===== src/rtl/stack_pkg.sv =====
// Shared definitions for the hardware stack unit: operation codes, FSM states
// and default geometry.
package stack_pkg;

   localparam int WIDTH_DEF = 16;
   localparam int DEPTH_DEF = 16;

   typedef enum logic [1:0] {
      OP_PUSH = 2'b00,
      OP_POP  = 2'b01,
      OP_PEEK = 2'b10,
      OP_NOP  = 2'b11
   } stack_op_e;

   typedef enum logic [1:0] {
      ST_IDLE = 2'b00,
      ST_READ = 2'b01,
      ST_RESP = 2'b10
   } state_e;

endpackage


===== src/rtl/stack_mem.sv =====
// Stack storage: register array with one write port and one registered read
// port; data is never reset.
module stack_mem #(
   parameter int WIDTH = 16,
   parameter int DEPTH = 16,
   localparam int AW   = $clog2(DEPTH)
) (
   input  logic             clk,
   input  logic             we,
   input  logic [AW-1:0]    waddr,
   input  logic [WIDTH-1:0] wdata,
   input  logic             re,
   input  logic [AW-1:0]    raddr,
   output logic [WIDTH-1:0] rdata
);

   logic [WIDTH-1:0] mem [DEPTH];

   always_ff @(posedge clk) begin
      if (we) begin
         mem[waddr] <= wdata;
      end
      if (re) begin
         rdata <= mem[raddr];
      end
   end

endmodule


===== src/rtl/stack_unit.sv =====
// Hardware stack with push/pop/peek, two-cycle read response and error flags.
// Define STACK_ERR_STICKY_EN to make OVF/UNF sticky until ERR_CLR or reset.
module stack_unit
   import stack_pkg::*;
#(
   parameter int WIDTH = WIDTH_DEF,
   parameter int DEPTH = DEPTH_DEF
) (
   input  logic             CLK,
   input  logic             RST_N,
   input  logic             STACK_ENB,
   input  logic [1:0]       STACK_OP,
   input  logic [WIDTH-1:0] DIN,
   input  logic             ERR_CLR,
   output logic             READY,
   output logic [WIDTH-1:0] DOUT,
   output logic             DOUT_VALID,
   output logic             FULL,
   output logic             EMPTY,
   output logic             OVF,
   output logic             UNF
);

   localparam int AW = $clog2(DEPTH);

   state_e           state_q, state_d;
   stack_op_e        op;
   logic [AW:0]      sp_q;
   logic [AW-1:0]    raddr;
   logic [WIDTH-1:0] rd_data_p1;
   logic             do_push, do_pop, do_read;
   logic             ovf_set, unf_set;

   assign op    = stack_op_e'(STACK_OP);
   assign EMPTY = (sp_q == '0);
   assign FULL  = (sp_q == (AW+1)'(DEPTH));
   assign raddr = sp_q[AW-1:0] - 1'b1;

   always_ff @(posedge CLK or negedge RST_N) begin
      if (!RST_N) begin
         state_q <= ST_IDLE;
      end else begin
         state_q <= state_d;
      end
   end

   always_comb begin
      state_d    = state_q;
      READY      = 1'b0;
      DOUT_VALID = 1'b0;
      do_push    = 1'b0;
      do_pop     = 1'b0;
      do_read    = 1'b0;
      ovf_set    = 1'b0;
      unf_set    = 1'b0;
      case (state_q)
         ST_IDLE: begin
            READY = 1'b1;
            if (STACK_ENB) begin
               case (op)
                  OP_PUSH: begin
                     if (FULL) ovf_set = 1'b1;
                     else      do_push = 1'b1;
                  end
                  OP_POP, OP_PEEK: begin
                     if (EMPTY) begin
                        unf_set = 1'b1;
                     end else begin
                        do_read = 1'b1;
                        do_pop  = (op == OP_POP);
                        state_d = ST_READ;
                     end
                  end
                  default: ;
               endcase
            end
         end
         ST_READ: state_d = ST_RESP;
         ST_RESP: begin
            DOUT_VALID = 1'b1;
            state_d    = ST_IDLE;
         end
         default: state_d = ST_IDLE;
      endcase
   end

   // Stage p0: stack pointer moves on acceptance; the read is issued with the old top.
   always_ff @(posedge CLK or negedge RST_N) begin
      if (!RST_N) begin
         sp_q <= '0;
      end else if (do_push) begin
         sp_q <= sp_q + 1'b1;
      end else if (do_pop) begin
         sp_q <= sp_q - 1'b1;
      end
   end

   stack_mem #(
      .WIDTH (WIDTH),
      .DEPTH (DEPTH)
   ) u_mem (
      .clk   (CLK),
      .we    (do_push),
      .waddr (sp_q[AW-1:0]),
      .wdata (DIN),
      .re    (do_read),
      .raddr (raddr),
      .rdata (rd_data_p1)
   );

   // Stage p1 -> p2: capture read data into DOUT as the FSM enters RESP.
   always_ff @(posedge CLK or negedge RST_N) begin
      if (!RST_N) begin
         DOUT <= '0;
      end else if (state_q == ST_READ) begin
         DOUT <= rd_data_p1;
      end
   end

`ifdef STACK_ERR_STICKY_EN
   // A new error in the same cycle as ERR_CLR takes priority.
   always_ff @(posedge CLK or negedge RST_N) begin
      if (!RST_N) begin
         OVF <= 1'b0;
         UNF <= 1'b0;
      end else begin
         if (ovf_set)      OVF <= 1'b1;
         else if (ERR_CLR) OVF <= 1'b0;
         if (unf_set)      UNF <= 1'b1;
         else if (ERR_CLR) UNF <= 1'b0;
      end
   end
`else
   logic unused_err_clr;
   assign unused_err_clr = ERR_CLR;

   always_ff @(posedge CLK or negedge RST_N) begin
      if (!RST_N) begin
         OVF <= 1'b0;
         UNF <= 1'b0;
      end else begin
         OVF <= ovf_set;
         UNF <= unf_set;
      end
   end
`endif

endmodule


===== config.mk =====
export PLATFORM = sky130hd
export DESIGN_NAME = stack_unit
export DESIGN_NICKNAME = d
export VERILOG_FILES = /design/src/rtl/stack_pkg.sv /design/src/rtl/stack_mem.sv /design/src/rtl/stack_unit.sv
export SDC_FILE = /design/constraint.sdc
export NUM_CORES = 1
export LEC_CHECK = 0
export BUFFER_PORTS_ARGS = -buffer_cell sky130_fd_sc_hd__buf_2
export CORE_MARGIN = 1.5
export CORE_UTILIZATION = 45
export CTS_CLUSTER_DIAMETER = 30
export DETAILED_ROUTE_END_ITERATION = 12
export HOLD_SLACK_MARGIN = 0.06
export PLACE_DENSITY = 0.7
export SLEW_MARGIN = 20
export SYNTH_ARGS = -nofsm -noshare
export SYNTH_HDL_FRONTEND = slang
export SYNTH_SLANG_ARGS = --single-unit

===== constraint.sdc =====
create_clock -name CLK -period 2.95 [get_ports CLK]
set_input_delay 0.295 -clock CLK [delete_from_list [all_inputs] [get_ports CLK]]
set_output_delay 0.295 -clock CLK [all_outputs]
set_load 0.01 [all_outputs]

==> results of run 1 <==
==> kinds of logic (layout without fill, tap and decap cells) <==
kind of cell | after synthesis | in the layout
AND/OR/NAND/NOR | 184 | 184
flip-flops | 297 | 297
XOR/XNOR | 6 | 6
multiplexers | 83 | 83
AO/OA/AOI/OAI | 43 | 43
adder cells (fa/ha/maj) | 11 | 11
buffers and inverters | 45 | 164
==> per-layer routing <==
layer,track usage [%],part of all wire [%],vias to the layer above,wire (microns)
met5,0,0.051,-,12
met4,6.76,2.3,2,534
met3,3.39,6.6,44,1550
met2,30.6,50,222,11700
met1,24.0,41,3127,9750
li1,-,-,2784,-
==> worst min path at each step <==
stage | depth (start not counted) | slack (ns) | end | from
3_5_place_dp | 1 | 0.35 | sp_q[3]$_DFFE_PN0P_ | RST_N
3_3_place_gp | 1 | 0.31 | sp_q[3]$_DFFE_PN0P_ | RST_N
6_report | 3 | 0.08 | state_q[0]$_DFFE_PN0P_ | STACK_ENB
2_1_floorplan | 0 | -0.0006 | DOUT[0]$_DFFE_PN0N_ | RST_N
4_1_cts | 3 | 0.07 | state_q[0]$_DFFE_PN0P_ | STACK_ENB
5_1_grt | 3 | 0.10 | state_q[0]$_DFFE_PN0P_ | STACK_ENB
==> flip-flops by register name, summed over array words and instances (netlist names) <==
signal,count
u_mem.mem,256
DOUT,16
u_mem.rdata,16
sp_q,5
state_q,2
OVF,1
UNF,1
==> per-stage QoR <==
step           total power, mW  area [sq um]  setup WS (ns)
4_1_cts                   15.7         13900          0.262
2_1_floorplan             9.03         11700          0.428
5_1_grt                   16.4         13900         0.0818
3_5_place_dp              10.6         12400          0.270
3_3_place_gp              10.4         12400          0.386
6_report                  15.6         13900          0.276
==> layout by cell type, fill, tap and decap left out, drive strengths merged, types with 2 or more instances in the layout <==
master | synthesis | layout
ha | 10 | 10
clkinvlp | 0 | 5
xnor2 | 3 | 3
and2 | 10 | 10
dfrtp | 25 | 25
bufinv | 0 | 3
nand3 | 34 | 34
clkinv | 0 | 10
nand2 | 112 | 112
edfxtp | 272 | 272
mux4 | 32 | 32
nor2 | 12 | 12
nand2b | 2 | 2
inv | 10 | 26
a32o | 16 | 16
a221oi | 16 | 16
a21o | 3 | 3
clkbuf | 11 | 46
and3 | 6 | 6
nor2b | 2 | 2
buf | 24 | 73
xor2 | 3 | 3
mux2 | 19 | 19
a21oi | 3 | 3
nor3b | 2 | 2
mux2i | 32 | 32
==> worst reg2reg max path, stage by stage, from the launching register on <==
cell	delay [ns]
dfrtp_1	0.50
inv_1	0.14
ha_1	0.25
nor3b_2	0.20
a21o_1	0.29
fa_1	0.43
a21o_1	0.17
a21oi_1	0.24
a311oi_1	0.14
a211oi_1	0.23
==> power by group through the flow <==
stage,registers [mW],logic (mW),clock network (mW)
after floorplan,5.29,3.74,0
after global placement,5.27,5.13,0
after detailed placement,5.30,5.27,0
after CTS,5.21,5.35,5.17
after global routing,5.24,5.78,5.37
final,5.21,5.31,5.09
==> final cells by class <==
cell class                      count  area share (%)
Clock buffer                       46            8.11
Clock inverter                     34            2.52
Inverter                           10           0.269
Multi-Input combinational cell    327            19.6
Sequential cell                   297            63.1
Tap cell                          330            2.96
Timing Repair Buffer               74            3.43
==> metrics.txt, run 1 <==
Final Hold Vio Count=0; crit path launch=sp_q[1]$_DFFE_PN0P_; Clock transition at path regs=0.05 ns; storage element area=0.00879 sq mm; skew final=0.0167 ns; Critical Path Fanout Max=7; chip width=164 microns; fin nets=786; io pins=44; r2r endpoint=sp_q[4]$_DFFE_PN0P_; Compound-Gate Fraction of Synth Area=3.68%; Num Clock Sinks=297; status=complete, no violations; Unique masters post-synth=41; total grt overflow=0; critical-path cell list=inv_1 > ha_1 > nor3b_2 > a21o_1 > fa_1 > a21o_1 > a21oi_1 > a311oi_1 > a211oi_1; R2R depth=9; DP HPWL=14.0 mm; DRT Pass-1 Iters=4; antenna cell count=0; CP bufs+invs=1; Crit path top cell by count=a21o_1; Filler cells=1893; Post-synth EDFFs=272; share of layout cells above drive strength 1=26.6%; Post-DRT Antenna Nets=0; Combinational Power Share=34.0%; total wire length=23.6 mm; clock power share=32.6%; Port Buffers=42; Fin Setup TNS=0 ns; Tmin final=2.67 ns; static leakage=4.96 nW; Worst Hold Class=input port to flop; Worst path depth=9; global-route usage over all layers=18.3%; Worst Setup EP=sp_q[4]$_DFFE_PN0P_; Initial Util=46.2%; Hold WS=0.0822 ns; Hold-fix buffers, CTS=1; Reg2Reg Setup Slack=0.28 ns; CP Class=flop to flop; clk_lat worst skew=0.53 ns; top-count cell post-synth=edfxtp_1; Mapped Cells=669; Synth top area share=69.6%; Primary FF master, synth=edfxtp_1; Post-Syn Area=0.0117 sq mm; P&R area growth vs syn=18.8%; post-synthesis simple-gate area fraction=6.96%; Critical R2R Launch=sp_q[1]$_DFFE_PN0P_; vias in the first global route=6389; relative slew slack=47.6%; multiplexer share of the synthesized area=10.7%; Synthesized Nets=702; Max-Cap Viols=0; Seq pwr share=33.4%; Synthesis Warnings=0; number of vias per cell=5.53; Cell Rows=58; Synth Area in Adders=1.24%; CTS tree=done; Top delay family on crit path=compound AO/OA/AOI/OAI gates; Setup violations, final=0; initial antenna violation count=1; Pint=10.4 mW; cell taking the most area after synthesis=edfxtp_1; WP data arrival=3.11 ns; first-pass GRT wire length=36.6 mm; pin slew with the least headroom to its limit=0.786 ns; final cell count without fillers=1118; global placement routability congestion=0.759; Worst Setup Start Kind=flop; Inserted Clock Buffers=43; PD cells=1120 mW/mm^2; Area contributors post-synth=edfxtp_1 70%, mux4_2 6.1%, dfrtp_1 5.3%, nand2_1 3.6%, mux2i_1 2.7%; CP required=3.39 ns; via count=6179; Max rail drop VDD=0.881 mV; Avg Cell Area, Syn=17.5 sq um; DR iter-0 viols=495; core footprint=0.0254 sq mm; largest family of logic cells by synthesized area=multiplexers; final core occ=54.9%; Fmax=374 MHz; Worst Setup End Kind=flop; Max clock buf depth=3; htree depth=2; die area=0.0271 sq mm; largest net degree at the start of global routing=44; register area share after synthesis=74.9%; CP max stage delay=0.50 ns; DRC=0; unrepaired setup endpoints after global routing=false; final slew viol count=0; XOR/XNOR Fraction of Synth Area=0.608%; number of setup buffers added after CTS=0; Resized cells post-CTS=0; Seq cells post-synth=297; Async S/R FF share, synth=8.42%; Post-synth top cells=272 x edfxtp_1, 112 x nand2_1, 34 x nand3_1; die height=164 microns; P_sw=5.24 mW; Inst Count DP=1037; WL/cell=21.1 microns; slowest CP cell=dfrtp_1; CTS root buf=clkbuf_16; Switching Share=33.6%; multi-input logic area=0.00274 sq mm; final worst-path cycle share=90.6%
Power figures use the tool's default switching activity.
==> run 2, diff against run 1 <==
--- a/config.mk
+++ b/config.mk
@@ -5,13 +5,14 @@
 export SDC_FILE = /design/constraint.sdc
 export NUM_CORES = 1
 export LEC_CHECK = 0
-export BUFFER_PORTS_ARGS = -buffer_cell sky130_fd_sc_hd__buf_2
+export ABC_AREA = 1
 export CORE_MARGIN = 1.5
 export CORE_UTILIZATION = 45
 export CTS_CLUSTER_DIAMETER = 30
 export DETAILED_ROUTE_END_ITERATION = 12
+export DONT_BUFFER_PORTS = 1
 export HOLD_SLACK_MARGIN = 0.06
-export PLACE_DENSITY = 0.7
+export PLACE_DENSITY = 0.69
 export SLEW_MARGIN = 20
 export SYNTH_ARGS = -nofsm -noshare
 export SYNTH_HDL_FRONTEND = slang
==> metrics.txt, run 2 <==
status=complete, no violations (unchanged); Seq cells post-synth=297 (unchanged); global-route usage over all layers=20.1% (was 18.3%); htree depth=2 (unchanged); top-count cell post-synth=edfxtp_1 (unchanged); Cell Rows=59 (was 58); Area contributors post-synth=edfxtp_1 69%, nor2_1 7.7%, o21ai_0 5.5%, dfrtp_1 5.3%, nand3_1 2.9% (was edfxtp_1 70%, mux4_2 6.1%, dfrtp_1 5.3%, nand2_1 3.6%, mux2i_1 2.7%); commonest cells after routing, fill and taps aside=272 x edfxtp_1, 232 x nor2_1, 130 x o21ai_0, 84 x nand2_1, 69 x nand3_1 (was 272 x edfxtp_1, 112 x nand2_1, 45 x clkbuf_16, 42 x buf_2, 34 x nand3_1); Post-DRT Antenna Nets=0 (unchanged); Hold WS=0.178 ns (was 0.0822 ns); Port Buffers=0 (was 42); die height=165 microns (was 164 microns); vias in the first global route=7286 (was 6389); Async S/R FF share, synth=8.42% (unchanged); CTS tree=done (unchanged); DP HPWL=15.2 mm (was 14.0 mm); register area share after synthesis=74.1% (was 74.9%); WP data arrival=2.91 ns (was 3.11 ns); routed wl met3=2.17 mm (was 1.55 mm); CP required=3.19 ns (was 3.39 ns); commonest non-fill, non-tap cell in the layout=edfxtp_1 (unchanged); Biggest register=u_mem.mem (unchanged); Num Clock Sinks=297 (unchanged); Clock transition at path regs=0.05 ns (about the same); via count=7567 (was 6179); Fmax=375 MHz (was 374 MHz); Initial Util=45.7% (was 46.2%); CTS root buf=clkbuf_16 (unchanged); metal2 WL=12.7 mm (was 11.7 mm); Primary FF master, synth=edfxtp_1 (unchanged); Post-synth EDFFs=272 (unchanged); Tmin final=2.67 ns (about the same); static leakage=5.12 nW (was 4.96 nW); die area=0.0274 sq mm (was 0.0271 sq mm); skew final=0.0123 ns (was 0.0167 ns); initial antenna violation count=0 (was 1); DRT Pass-1 Iters=5 (was 4); leading registers by flop count=u_mem.mem (256), DOUT (16), u_mem.rdata (16) (unchanged); Avg Cell Area, Syn=12.4 sq um (was 17.5 sq um); largest net degree at the start of global routing=78 (was 44); first-pass GRT wire length=40.9 mm (was 36.6 mm); pin slew with the least headroom to its limit=0.817 ns (was 0.786 ns); total wire length=26.9 mm (was 23.6 mm); total grt overflow=0 (unchanged); Worst Setup Start Kind=flop (unchanged); WL/cell=19.4 microns (was 21.1 microns); Max clock buf depth=3 (unchanged); final worst-path cycle share=90.5% (was 90.6%); chip width=165 microns (was 164 microns); Largest register FFs=256 (unchanged); fin nets=1048 (was 786); Setup violations, final=0 (unchanged); Worst Hold Class=input port to flop (unchanged); final core occ=55.5% (was 54.9%); Inserted Clock Buffers=48 (was 43); Synth top area share=68.8% (was 69.6%); clk_lat worst skew=0.54 ns (was 0.53 ns); Critical Path Fanout Max=12 (was 7); DR iter-0 viols=727 (was 495); Mapped Cells=961 (was 669); PD cells=1160 mW/mm^2 (was 1120 mW/mm^2); Unique masters post-synth=26 (was 41); DRC=0 (unchanged); Max rail drop VDD=0.624 mV (was 0.881 mV); number of setup buffers added after CTS=0 (unchanged); Met1 Routed Length=11.2 mm (was 9.75 mm); CP Class=flop to flop (unchanged); unrepaired setup endpoints after global routing=false (unchanged); Synthesis Warnings=0 (unchanged); final slew viol count=0 (unchanged); Synthesized Nets=994 (was 702); Post-synth top cells=272 x edfxtp_1, 245 x nor2_1, 130 x o21ai_0 (was 272 x edfxtp_1, 112 x nand2_1, 34 x nand3_1); antenna cell count=0 (unchanged); P&R area growth vs syn=21.4% (was 18.8%); Post-Syn Area=0.0119 sq mm (was 0.0117 sq mm); io pins=44 (unchanged); relative slew slack=45.5% (was 47.6%); Max-Cap Viols=0 (unchanged); global placement routability congestion=0.791 (was 0.759); max layer used=met4 (was met5); core footprint=0.0260 sq mm (was 0.0254 sq mm); share of layout cells above drive strength 1=13.9% (was 26.6%); Worst Setup End Kind=flop (unchanged); number of vias per cell=5.45 (was 5.53); Final Hold Vio Count=0 (unchanged); cell taking the most area after synthesis=edfxtp_1 (unchanged)
-- run 2: per-stage QoR --
| stage | instances | cell area [sq um] | power, mW | worst slack [ns] | setup TNS, ns |
|---|---|---|---|---|---|
| 2_1_floorplan | 961 | 11900 | 9.17 | -0.137 | -6.56 |
| 3_3_place_gp | 1281 | 12500 | 10.7 | 0.457 | 0 |
| 3_5_place_dp | 1281 | 12500 | 10.8 | 0.340 | 0 |
| 4_1_cts | 1389 | 14400 | 16.8 | 0.267 | 0 |
| 5_1_grt | 1389 | 14400 | 17.6 | 0.125 | 0 |
| 6_report | 1389 | 14400 | 16.7 | 0.281 | 0 |
-- run 2: layer usage --
| metal | track usage [%] | vias to the layer above |
|---|---|---|
| li1 | - | 3523 |
| met5 | 0 | - |
| met3 | 4.27 | 62 |
| met2 | 31.8 | 317 |
| met1 | 27.0 | 3665 |
| met4 | 8.32 | 0 |
-- run 2: worst paths after layout --
path	from	to	slack (ns)	depth (start not counted)
worst max-delay path	sp_q[1]$_DFFE_PN0P_	u_mem.mem[1][2]$_DFFE_PP_	0.28	8
worst min-delay path	STACK_OP[0]	UNF$_DFF_PN0_	0.18	4
worst max register to register	sp_q[1]$_DFFE_PN0P_	u_mem.mem[1][2]$_DFFE_PP_	0.28	8
worst min register to register	u_mem.rdata[9]$_DFFE_PP_	DOUT[9]$_DFFE_PN0N_	0.44	2
max in group asynchronous	RST_N	sp_q[0]$_DFFE_PN0P_	2.58	2
min in group asynchronous	RST_N	DOUT[1]$_DFFE_PN0N_	0.20	2
-- run 2: power by group --
group	leakage, nW	switching, mW	internal (mW)
clock	0.822	2.00	3.90
combinational	1.54	3.73	1.79
sequential	2.76	0.267	5.06
-- run 2: timing repair --
action,in CTS,in global routing
hold buffers,19,0
hold endpoints to repair,284,0
resized for setup,0,0
-- run 2: cell type report --
cell class,instances,area (sq um)
Timing Repair Buffer,56,566
Fill cell,2021,11600
Sequential cell,297,8800
Tap cell,335,419
Clock buffer,50,1250
Inverter,25,95.1
Clock inverter,39,489
Multi-Input combinational cell,587,2800
-- run 2: cell families (layout without fill, tap and decap cells) --
logic type / count (synthesis) / count (layout) / synth area share (%)
and+or+nand+nor: 406 / 406 / 13.7
DFF: 297 / 297 / 74.1
AOI/OAI and AO/OA: 165 / 165 / 7.65
buffers and inverters: 77 / 170 / 2.76
adders and majority gates: 11 / 11 / 1.22
xor gates and xnor gates: 5 / 5 / 0.590
-- run 2: worst max-delay path, cell delays in order (launching register included) --
cell and delay (ns):
dfrtp_1 0.46, inv_1 0.16, ha_2 0.23, nand3_1 0.16, nand2_1 0.30, inv_1 0.21
nand2_1 0.18, nor2_2 0.45, buf_12 0.22
==> run 3, diff against run 2 <==
--- a/config.mk
+++ b/config.mk
@@ -8,6 +8,7 @@
 export ABC_AREA = 1
 export CORE_MARGIN = 1.5
 export CORE_UTILIZATION = 45
+export CTS_BUF_LIST = sky130_fd_sc_hd__clkbuf_16
 export CTS_CLUSTER_DIAMETER = 30
 export DETAILED_ROUTE_END_ITERATION = 12
 export DONT_BUFFER_PORTS = 1
==> constraint.sdc (replaced) <==
create_clock -name CLK -period 2.95 [get_ports CLK]
set_input_delay 0.1475 -clock CLK [delete_from_list [all_inputs] [get_ports CLK]]
set_output_delay 0.1475 -clock CLK [all_outputs]
set_load 0.01 [all_outputs]
==> metrics.txt, run 3 (synthesis results as in run 2) <==
Hold WS=0.104 ns (was 0.178 ns); CTS tree=done (unchanged); CP required=3.19 ns (about the same); Worst Hold Class=input port to flop (unchanged); P&R area growth vs syn=21.2% (was 21.4%); static leakage=5.18 nW (was 5.12 nW); multi-input logic area=0.00280 sq mm (unchanged); slowest CP cell=dfrtp_1 (unchanged); Fin Setup TNS=0 ns (unchanged); die height=165 microns (unchanged); DP HPWL=15.2 mm (about the same); Port Buffers=0 (unchanged); WP data arrival=2.79 ns (was 2.91 ns); Filler cells=2079 (was 2021); Clock transition at path regs=0.05 ns (about the same); commonest non-fill, non-tap cell in the layout=edfxtp_1 (unchanged); initial antenna violation count=0 (unchanged); Fmax=393 MHz (was 375 MHz); critical-path cell list=inv_1 > ha_2 > nand3_1 > nand2_1 > inv_1 > nand2_1 > nor2_2 > buf_12 (unchanged); Setup violations, final=0 (unchanged); antenna cell count=0 (unchanged); Num Clock Sinks=297 (unchanged); final core occ=55.4% (was 55.5%); via count=7673 (was 7567); pin slew with the least headroom to its limit=0.808 ns (was 0.817 ns); Worst Setup Start Kind=flop (unchanged); storage element area=0.00880 sq mm (unchanged); total grt overflow=0 (unchanged); io pins=44 (unchanged); DRT Pass-1 Iters=5 (unchanged); Max clock buf depth=3 (unchanged); global placement routability congestion=0.798 (was 0.791); final slew viol count=0 (unchanged); Cell Rows=59 (unchanged); first-pass GRT wire length=41.8 mm (was 40.9 mm); leading registers by flop count=u_mem.mem (256), DOUT (16), u_mem.rdata (16) (unchanged); Max rail drop VDD=0.868 mV (was 0.624 mV); CP Class=flop to flop (unchanged); Inst Count DP=1282 (was 1281); CP max stage delay=0.47 ns (was 0.46 ns); DR iter-0 viols=779 (was 727); Final Hold Vio Count=0 (unchanged); unrepaired setup endpoints after global routing=false (unchanged); Resized cells post-CTS=0 (unchanged); Initial Util=45.7% (unchanged); share of layout cells above drive strength 1=13.0% (was 13.9%); fin nets=1055 (was 1048); skew final=0.0161 ns (was 0.0123 ns); Biggest register=u_mem.mem (unchanged); Tmin final=2.55 ns (was 2.67 ns); global-route usage over all layers=20.6% (was 20.1%); commonest cells after routing, fill and taps aside=272 x edfxtp_1, 232 x nor2_1, 130 x o21ai_0, 84 x nand2_1, 69 x nand3_1 (unchanged); Inserted Clock Buffers=52 (was 48); largest net degree at the start of global routing=131 (was 78); htree depth=2 (unchanged); number of vias per cell=5.48 (was 5.45); vias in the first global route=7333 (was 7286); Critical Path Fanout Max=11 (was 12); Max-Cap Viols=0 (unchanged); core footprint=0.0260 sq mm (unchanged); CTS root buf=clkbuf_16 (unchanged); Largest register FFs=256 (unchanged); die area=0.0274 sq mm (unchanged); WL/cell=19.7 microns (was 19.4 microns); total wire length=27.7 mm (was 26.9 mm); relative slew slack=46.2% (was 45.5%); DRC=0 (unchanged); Tot Pwr=16.5 mW (was 16.7 mW); Worst Setup End Kind=flop (unchanged); PD cells=1150 mW/mm^2 (was 1160 mW/mm^2); Post-DRT Antenna Nets=0 (unchanged); chip width=165 microns (unchanged); status=complete, no violations (unchanged); final cell count without fillers=1401 (was 1389); clk_lat worst skew=0.54 ns (about the same); final worst-path cycle share=86.4% (was 90.5%)
run 3: worst paths after layout:
check                                                  end                      start  cells after the start  slack [ns]
worst min-delay path                         OVF$_DFF_PN0_                STACK_OP[0]                      6        0.10
worst max-delay path            u_mem.mem[7][12]$_DFFE_PP_        sp_q[1]$_DFFE_PN0P_                      8        0.40
worst max register to register  u_mem.mem[7][12]$_DFFE_PP_        sp_q[1]$_DFFE_PN0P_                      8        0.40
min in group asynchronous                    UNF$_DFF_PN0_                      RST_N                      3        0.13
max in group asynchronous              sp_q[0]$_DFFE_PN0P_                      RST_N                      3        2.65
worst min register to register        DOUT[11]$_DFFE_PN0N_  u_mem.rdata[11]$_DFFE_PP_                      2        0.44
run 3: stage by stage:
stage	cell area, sq um	worst slack, ns
after floorplan	11900	-0.137
final	14400	0.403
after detailed placement	12500	0.386
after CTS	14400	0.387
after global routing	14400	0.169
after global placement	12500	0.515
run 3: final cells by class:
type	instances	share of cell area, %
repair buffers	59	4.02
inverters	25	0.661
flip-flops and latches	297	61.1
clock buffers	54	9.39
multi-input cells	587	19.5
well taps	335	2.91
clock inverters	44	2.41
run 3: repair_timing:
action / 4_1_cts / 5_1_grt
hold endpoints to repair: 285 / 0
hold buffers: 21 / 0
setup buffers: 0 / 0
run 3: critical path, delay by kind of cell, from the launching register on:
kind          cells  cell delay (ns)
simple gates      4             1.00
buf+inv           3             0.55
flops             1             0.47
fa+ha+maj         1             0.22
run 3: layer usage:
layer,wire length [microns],GRT usage (%),vias to the layer above
met5,0,0,-
met4,764,6.70,0
met3,2070,4.12,67
met2,13100,32.2,310
met1,11800,28.9,3747
li1,-,-,3549
run 3: power by group:
part / internal [mW] / switching (mW) / total [mW]
registers: 5.06 / 0.268 / 5.33
clock network: 3.72 / 1.92 / 5.64
logic: 1.74 / 3.78 / 5.52
